<file path="src/rtl/cbus_arb_pkg.sv">
// Shared CBUS field widths, arbiter FSM state codes and index helpers.
package cbus_arb_pkg;

    localparam int ADDR_W  = 32;
    localparam int BCNT_W  = 10;
    localparam int BEN_W   = 4;
    localparam int DATA_W  = 32;
    localparam int AMODE_W = 2;
    localparam int MSTID_W = 8;

    localparam logic [1:0] ST_IDLE     = 2'd0;
    localparam logic [1:0] ST_WR_BURST = 2'd1;
    localparam logic [1:0] ST_RD_WAIT  = 2'd2;

    // Requester index following idx, wrapping back to 0 at num.
    function automatic int rr_next(input int idx, input int num);
        int nxt;
        nxt = idx + 1;
        if (nxt >= num) begin
            nxt = 0;
        end else begin
            nxt = idx + 1;
        end
        return nxt;
    endfunction

endpackage

</file>
<file path="src/rtl/cbus_rr_arb.sv">
// Combinational round-robin picker: first requester at or after ptr wins.
module cbus_rr_arb
    import cbus_arb_pkg::*;
#(
    parameter int NUM_MST = 2,
    parameter int IDX_W   = 1
) (
    input  logic [NUM_MST-1:0] req,
    input  logic [IDX_W-1:0]   ptr,
    output logic [NUM_MST-1:0] gnt,
    output logic [IDX_W-1:0]   idx,
    output logic               any
);

    logic [IDX_W-1:0] pos_s;

    // Scan upward from the pointer with wrap; the first asserted request is taken.
    always_comb begin
        gnt   = '0;
        idx   = '0;
        any   = 1'b0;
        pos_s = '0;
        for (int i = 0; i < NUM_MST; i++) begin
            pos_s = IDX_W'((int'(ptr) + i) % NUM_MST);
            if (!any && req[pos_s]) begin
                any        = 1'b1;
                gnt[pos_s] = 1'b1;
                idx        = pos_s;
            end else begin
                any = any;
            end
        end
    end

endmodule

</file>
<file path="src/rtl/cbus_mstr_arb.sv">
// Shares one CBUS master port between NUM_MST requesters; the grant is held
// for a whole write burst or read, and a watchdog frees a read that never returns.
module cbus_mstr_arb
    import cbus_arb_pkg::*;
#(
    parameter int           NUM_MST    = 2,
    parameter logic [7:0]   MSTID_BASE = 8'h10,
    parameter int           TMO_CYC    = 1024
) (
    input  logic                        aclk,
    input  logic                        areset_n,
    input  logic [NUM_MST-1:0]          rq_req,
    input  logic [NUM_MST-1:0]          rq_cmd,
    input  logic [NUM_MST-1:0]          rq_first,
    input  logic [NUM_MST-1:0]          rq_last,
    input  logic [ADDR_W*NUM_MST-1:0]   rq_address,
    input  logic [BCNT_W*NUM_MST-1:0]   rq_bytecnt,
    input  logic [BEN_W*NUM_MST-1:0]    rq_byten,
    input  logic [AMODE_W*NUM_MST-1:0]  rq_amode,
    input  logic [DATA_W*NUM_MST-1:0]   rq_wdata,
    output logic [NUM_MST-1:0]          rq_waccept,
    output logic [NUM_MST-1:0]          rq_rresp,
    output logic [DATA_W-1:0]           rq_rdatap,
    output logic                        cbus_m_req,
    output logic                        cbus_m_cmd,
    output logic                        cbus_m_first,
    output logic                        cbus_m_last,
    output logic [ADDR_W-1:0]           cbus_m_address,
    output logic [BCNT_W-1:0]           cbus_m_bytecnt,
    output logic [BEN_W-1:0]            cbus_m_byten,
    output logic [AMODE_W-1:0]          cbus_m_amode,
    output logic [DATA_W-1:0]           cbus_m_wdata,
    output logic [MSTID_W-1:0]          cbus_m_mstid,
    input  logic                        cbus_m_waccept,
    input  logic                        cbus_m_rresp,
    input  logic [DATA_W-1:0]           cbus_m_rdatap,
    output logic [NUM_MST-1:0]          arb_gnt,
    output logic                        arb_tmo_err
);

    localparam int               IDX_W   = (NUM_MST > 1) ? $clog2(NUM_MST) : 1;
    localparam int               WD_W    = $clog2(TMO_CYC);
    localparam logic [WD_W-1:0]  WD_LAST = WD_W'(TMO_CYC - 1);

    logic [1:0]          state_r;
    logic [1:0]          state_nxt_s;
    logic [NUM_MST-1:0]  gnt_nxt_s;
    logic [IDX_W-1:0]    gnt_idx_r;
    logic [IDX_W-1:0]    idx_nxt_s;
    logic [IDX_W-1:0]    ptr_r;
    logic [IDX_W-1:0]    ptr_nxt_s;
    logic [WD_W-1:0]     wdog_r;
    logic [WD_W-1:0]     wdog_nxt_s;
    logic                tmo_nxt_s;

    logic [NUM_MST-1:0]  cand_s;
    logic [NUM_MST-1:0]  pick_gnt_s;
    logic [IDX_W-1:0]    pick_idx_s;
    logic                pick_any_s;
    logic                pick_rd_s;
    logic                gnt_req_s;
    logic                gnt_last_s;

    // New transactions only start on a first beat; a burst already in flight never re-arbitrates.
    assign cand_s     = rq_req & rq_first;
    assign pick_rd_s  = |(pick_gnt_s & rq_cmd);
    assign gnt_req_s  = |(arb_gnt & rq_req);
    assign gnt_last_s = |(arb_gnt & rq_last);

    cbus_rr_arb #(
        .NUM_MST (NUM_MST),
        .IDX_W   (IDX_W)
    ) u_rr_arb (
        .req (cand_s),
        .ptr (ptr_r),
        .gnt (pick_gnt_s),
        .idx (pick_idx_s),
        .any (pick_any_s)
    );

    // Next-state logic: grant in IDLE, release on last accepted beat, last read response or watchdog.
    always_comb begin
        state_nxt_s = state_r;
        gnt_nxt_s   = arb_gnt;
        idx_nxt_s   = gnt_idx_r;
        ptr_nxt_s   = ptr_r;
        wdog_nxt_s  = '0;
        tmo_nxt_s   = 1'b0;
        case (state_r)
            ST_IDLE: begin
                if (pick_any_s) begin
                    gnt_nxt_s   = pick_gnt_s;
                    idx_nxt_s   = pick_idx_s;
                    ptr_nxt_s   = IDX_W'(rr_next(int'(pick_idx_s), NUM_MST));
                    state_nxt_s = pick_rd_s ? ST_RD_WAIT : ST_WR_BURST;
                end else begin
                    gnt_nxt_s   = '0;
                end
            end
            ST_WR_BURST: begin
                if (gnt_req_s && gnt_last_s && cbus_m_waccept) begin
                    state_nxt_s = ST_IDLE;
                    gnt_nxt_s   = '0;
                end else begin
                    state_nxt_s = ST_WR_BURST;
                end
            end
            ST_RD_WAIT: begin
                if (cbus_m_rresp && gnt_last_s) begin
                    state_nxt_s = ST_IDLE;
                    gnt_nxt_s   = '0;
                end else if (cbus_m_rresp) begin
                    wdog_nxt_s  = '0;
                end else if (wdog_r == WD_LAST) begin
                    state_nxt_s = ST_IDLE;
                    gnt_nxt_s   = '0;
                    tmo_nxt_s   = 1'b1;
                end else begin
                    wdog_nxt_s  = wdog_r + {{(WD_W-1){1'b0}}, 1'b1};
                end
            end
            default: begin
                state_nxt_s = ST_IDLE;
                gnt_nxt_s   = '0;
            end
        endcase
    end

    // Arbiter state, grant, round-robin pointer, watchdog and timeout pulse registers.
    always_ff @(posedge aclk or negedge areset_n) begin
        if (!areset_n) begin
            state_r     <= ST_IDLE;
            arb_gnt     <= '0;
            gnt_idx_r   <= '0;
            ptr_r       <= '0;
            wdog_r      <= '0;
            arb_tmo_err <= 1'b0;
        end else begin
            state_r     <= state_nxt_s;
            arb_gnt     <= gnt_nxt_s;
            gnt_idx_r   <= idx_nxt_s;
            ptr_r       <= ptr_nxt_s;
            wdog_r      <= wdog_nxt_s;
            arb_tmo_err <= tmo_nxt_s;
        end
    end

    // Read data is retimed once; the granted requester samples it the cycle after its rresp.
    always_ff @(posedge aclk or negedge areset_n) begin
        if (!areset_n) begin
            rq_rdatap <= '0;
        end else begin
            rq_rdatap <= cbus_m_rdatap;
        end
    end

    // Downstream field mux: AND-OR select by one-hot grant, so everything is zero while IDLE.
    always_comb begin
        cbus_m_req     = 1'b0;
        cbus_m_cmd     = 1'b0;
        cbus_m_first   = 1'b0;
        cbus_m_last    = 1'b0;
        cbus_m_address = '0;
        cbus_m_bytecnt = '0;
        cbus_m_byten   = '0;
        cbus_m_amode   = '0;
        cbus_m_wdata   = '0;
        for (int i = 0; i < NUM_MST; i++) begin
            cbus_m_req     = cbus_m_req   | (rq_req[i]   & arb_gnt[i]);
            cbus_m_cmd     = cbus_m_cmd   | (rq_cmd[i]   & arb_gnt[i]);
            cbus_m_first   = cbus_m_first | (rq_first[i] & arb_gnt[i]);
            cbus_m_last    = cbus_m_last  | (rq_last[i]  & arb_gnt[i]);
            cbus_m_address = cbus_m_address | (rq_address[i*ADDR_W +: ADDR_W]  & {ADDR_W{arb_gnt[i]}});
            cbus_m_bytecnt = cbus_m_bytecnt | (rq_bytecnt[i*BCNT_W +: BCNT_W]  & {BCNT_W{arb_gnt[i]}});
            cbus_m_byten   = cbus_m_byten   | (rq_byten[i*BEN_W +: BEN_W]      & {BEN_W{arb_gnt[i]}});
            cbus_m_amode   = cbus_m_amode   | (rq_amode[i*AMODE_W +: AMODE_W]  & {AMODE_W{arb_gnt[i]}});
            cbus_m_wdata   = cbus_m_wdata   | (rq_wdata[i*DATA_W +: DATA_W]    & {DATA_W{arb_gnt[i]}});
        end
        if (state_r != ST_IDLE) begin
            cbus_m_mstid = MSTID_BASE + MSTID_W'(gnt_idx_r);
        end else begin
            cbus_m_mstid = '0;
        end
    end

    // Handshake returns go to the granted requester only, and only in the matching phase.
    always_comb begin
        rq_waccept = '0;
        rq_rresp   = '0;
        case (state_r)
            ST_WR_BURST: rq_waccept = arb_gnt & {NUM_MST{cbus_m_waccept}};
            ST_RD_WAIT:  rq_rresp   = arb_gnt & {NUM_MST{cbus_m_rresp}};
            default: begin
                rq_waccept = '0;
                rq_rresp   = '0;
            end
        endcase
    end

endmodule

</file>
<file path="config.mk">
export PLATFORM = sky130hd
export DESIGN_NAME = cbus_mstr_arb
export DESIGN_NICKNAME = d
export VERILOG_FILES = /design/src/rtl/cbus_arb_pkg.sv /design/src/rtl/cbus_rr_arb.sv /design/src/rtl/cbus_mstr_arb.sv
export SDC_FILE = /design/constraint.sdc
export NUM_CORES = 1
export LEC_CHECK = 0
export ABC_AREA = 1
export CAP_MARGIN = 25
export CORE_AREA = 2 2 128 130
export CTS_CLUSTER_DIAMETER = 50
export CTS_CLUSTER_SIZE = 20
export DETAILED_ROUTE_END_ITERATION = 10
export DIE_AREA = 0 0 130 132
export PLACE_DENSITY = 0.64
export SYNTH_ARGS = -nofsm -noshare
export SYNTH_HDL_FRONTEND = slang
export SYNTH_HIERARCHICAL = 1
export SYNTH_SLANG_ARGS = --single-unit
</file>
<file path="constraint.sdc">
create_clock -name aclk -period 1.58 [get_ports aclk]
set_clock_uncertainty 0.15 [all_clocks]
set_input_delay 0.316 -clock aclk [delete_from_list [all_inputs] [get_ports aclk]]
set_output_delay 0.316 -clock aclk [all_outputs]
set_load 0.02 [all_outputs]
</file>
==> impl_metrics.toml, run 1 <==
[global_routing]
grt_overflow = 0
grt_max_degree = 47
grt_pass1_vias = 3753
antenna_found_initial = 3
grt_util_all_layers_pct = 17.0
grt_pass1_wl_um = 21700

[cts]
clockBufferDepth = 2
cts_buffers = 5
clk_pin_slew_ns = 0.07
htreeDepth = 2
cts_root_buffer = "clkbuf_16"
cts_tree = "yes"
cts_sinks = 49
clk_latency_ns = 0.29

[floorplan]
placementRows = 46
die_h_um = 132
core_area_mm2 = 0.0157
initial_core_util_pct = 17.0
fp.dieArea_mm2 = 0.0172
io_pins = 335
die_x_um = 130

[detailed_routing]
wl_per_cell_um = 18.2
first_iter_violations = 153
ant_nets = 0
via_per_inst = 4.18
drc = 0
wl_um = 15500
dr.pass1.iters = 4
dr_total_vias = 3565

[pwr]
p_sw_mw = 3.73
switching_share_pct = 41.5
p_clk_share_pct = 13.6
powerDensity_mw_per_mm2 = 1320
share_comb_of_total_power_pct = 69.8
p_int_mw = 5.27
power_frac_seq_pct = 16.7
ir_drop_v = 0.000703
p_leak_nw = 3.14
fin_total_pwr_mw = 9.00

[place]
io_buffers = 328
dp_worst_setup_slack_ns = -0.623
place_congestion = 0.934
dp_hpwl_um = 13000
place_area_mm2 = 0.00638

[timing]
slew_viol_final = 0
fin_crit_sh_pct = 122
period_needed_ns = 1.92
tns_ns = -25.00
fmax_ghz = 0.520
rsz0062_at_grt = "true"
setup_viol = 95
fin_ws_ns = -0.343
hold_viol = 0

[worst_setup_path]
worst_setup_path_start_kind = "flop"
critPathCaptureType = "primary output"
worst-setup-path-type = "flop to primary output"
crit_family = "flip-flops"
r2r_slack_ns = -0.12
cp.buffers_inverters = 3
arrival_ns = 1.46
slowest_delay_ns = 0.48
cp_slowest_cell = "dfrtp_2"
worst-path-max-fanout = 6
worst_ep_required_time_ns = 1.11
worstPathCellList = "buf_12 > buf_16 > a22o_4 > buf_6"

[synthesis]
netlist.area_leader.share_pct = 45.9
synth_ff_type = "dfrtp_1"
synth_cell_types = 31
synth.avg_cell_area_um2 = 9.65
ys_warn_count = 6
synthTopCellsByCount = "a22o_1, dfrtp_1, nand2_1"
yosysTopAreaCell = "dfrtp_1"
synthesis.area_mm2 = 0.00267
synthCells = 277
synth.most_common_cell = "a22o_1"
synth.yosys.seq_area_share_pct = 45.9
async_flop_share_pct = 100
synth_area_leaders = "dfrtp_1, a22o_1, nand2_1"
synth-seq-cells = 49
synth_edf_count = 0

[layout]
design_area_mm2 = 0.00679
final_nets = 839
post-route-util_pct = 43.2
drive_gt1_share_pct = 30.6
area_growth_pct = 154

[job]
maxCapViolCount = 0

[min_path]
hold_path_class = "primary input to flop"

[status]
violations = "negative setup slack"
outcome = "finished with violations"
## sequential cells by signal, summed over array words and instances (netlist names)
signal,cells
gnt_idx_r,1
ptr_r,1
rq_rdatap,32
wdog_r,10
arb_gnt,2
arb_tmo_err,1
state_r,2
## cells by family (layout without fill, tap and decap cells)
kind of cell,after synthesis,in the layout,synth area share (%)
AOI/OAI and AO/OA,90,90,28.5
and+or+nand+nor,83,83,15.2
buffers and inverters,51,404,9.18
DFF,49,49,45.9
xor gates and xnor gates,2,2,0.656
adders and majority gates,1,1,0.468
other,1,7,0.140
## per-stage QoR
step	hold slack (ns)	cells
final	0.307	852
after global routing	0.296	851
after CTS	0.305	844
after detailed placement	0.140	826
after global placement	0.135	826
after floorplan	-0.130	282
## cell type report
class | count | area, um2
timing repair buffer | 369 | 3620
antenna | 1 | 2.50
fill | 1561 | 8920
sequential | 49 | 1230
tap | 216 | 270
clock inverter | 3 | 46.3
clock buffer | 5 | 125
multi-input combinational | 182 | 1400
inverter | 27 | 106
## routing by layer
layer,track usage [%],share of wire (%),vias to the layer above
met5,0,0.14,-
met4,3.11,1.2,4
met3,7.14,11,18
met2,30.7,50,176
met1,18.5,38,1675
li1,-,-,1692
## layout by cell type, fill, tap and decap left out, types with 3 or more instances in the layout
cell type / instances
buf_4: 33
nor2_1: 13
buf_6: 54
dfrtp_1: 47
clkdlybuf4s50_1: 199
a22o_1: 75
nand2_1: 27
nand3_1: 4
nand2_2: 11
nor2_4: 6
dlygate4sd2_1: 33
nand2_4: 4
conb_1: 6
buf_2: 34
a22o_4: 6
inv_1: 18
clkbuf_16: 5
inv_2: 7
buf_12: 9
dlymetal6s2s_1: 3
buf_16: 3
nor3_2: 4
## worst paths after layout
path	start	endpoint	depth (start not counted)
setup / recovery	arb_gnt[1]	cbus_m_byten[3]	4
setup reg to reg	arb_gnt[0]	arb_gnt[0]	10
hold / removal	cbus_m_rdatap[3]	rq_rdatap[3]	1
max in group asynchronous	areset_n	rq_rdatap[13]	3
hold reg to reg	gnt_idx_r	gnt_idx_r	2
min in group asynchronous	areset_n	gnt_idx_r	2
## power groups by stage
stage               combinational, mW  clock, mW  sequential [mW]
finish                           6.28       1.22             1.50
global route                     6.67       1.31             1.52
CTS                              6.04       1.26             1.49
detailed placement               5.77          0             1.50
global placement                 5.73          0             1.50
floorplan                        2.68          0             1.54
## repair_timing
action                     in CTS  in global routing
hold endpoints to repair       17                  0
pin swaps                       8                 13
setup endpoints to repair     130                104
gates cloned                    4                  0
resized for setup             490                 49
setup buffers                   6                  7
hold buffers                    1                  0
Power figures use the tool's default switching activity.
==> run 2, diff against run 1 <==
--- a/config.mk
+++ b/config.mk
@@ -13,6 +13,7 @@
 export DETAILED_ROUTE_END_ITERATION = 10
 export DIE_AREA = 0 0 130 132
 export PLACE_DENSITY = 0.64
+export SLEW_MARGIN = 10
 export SYNTH_ARGS = -nofsm -noshare
 export SYNTH_HDL_FRONTEND = slang
 export SYNTH_HIERARCHICAL = 1
==> results of run 2 <==
Final layout, timing and power as in run 1 (identical DEF).
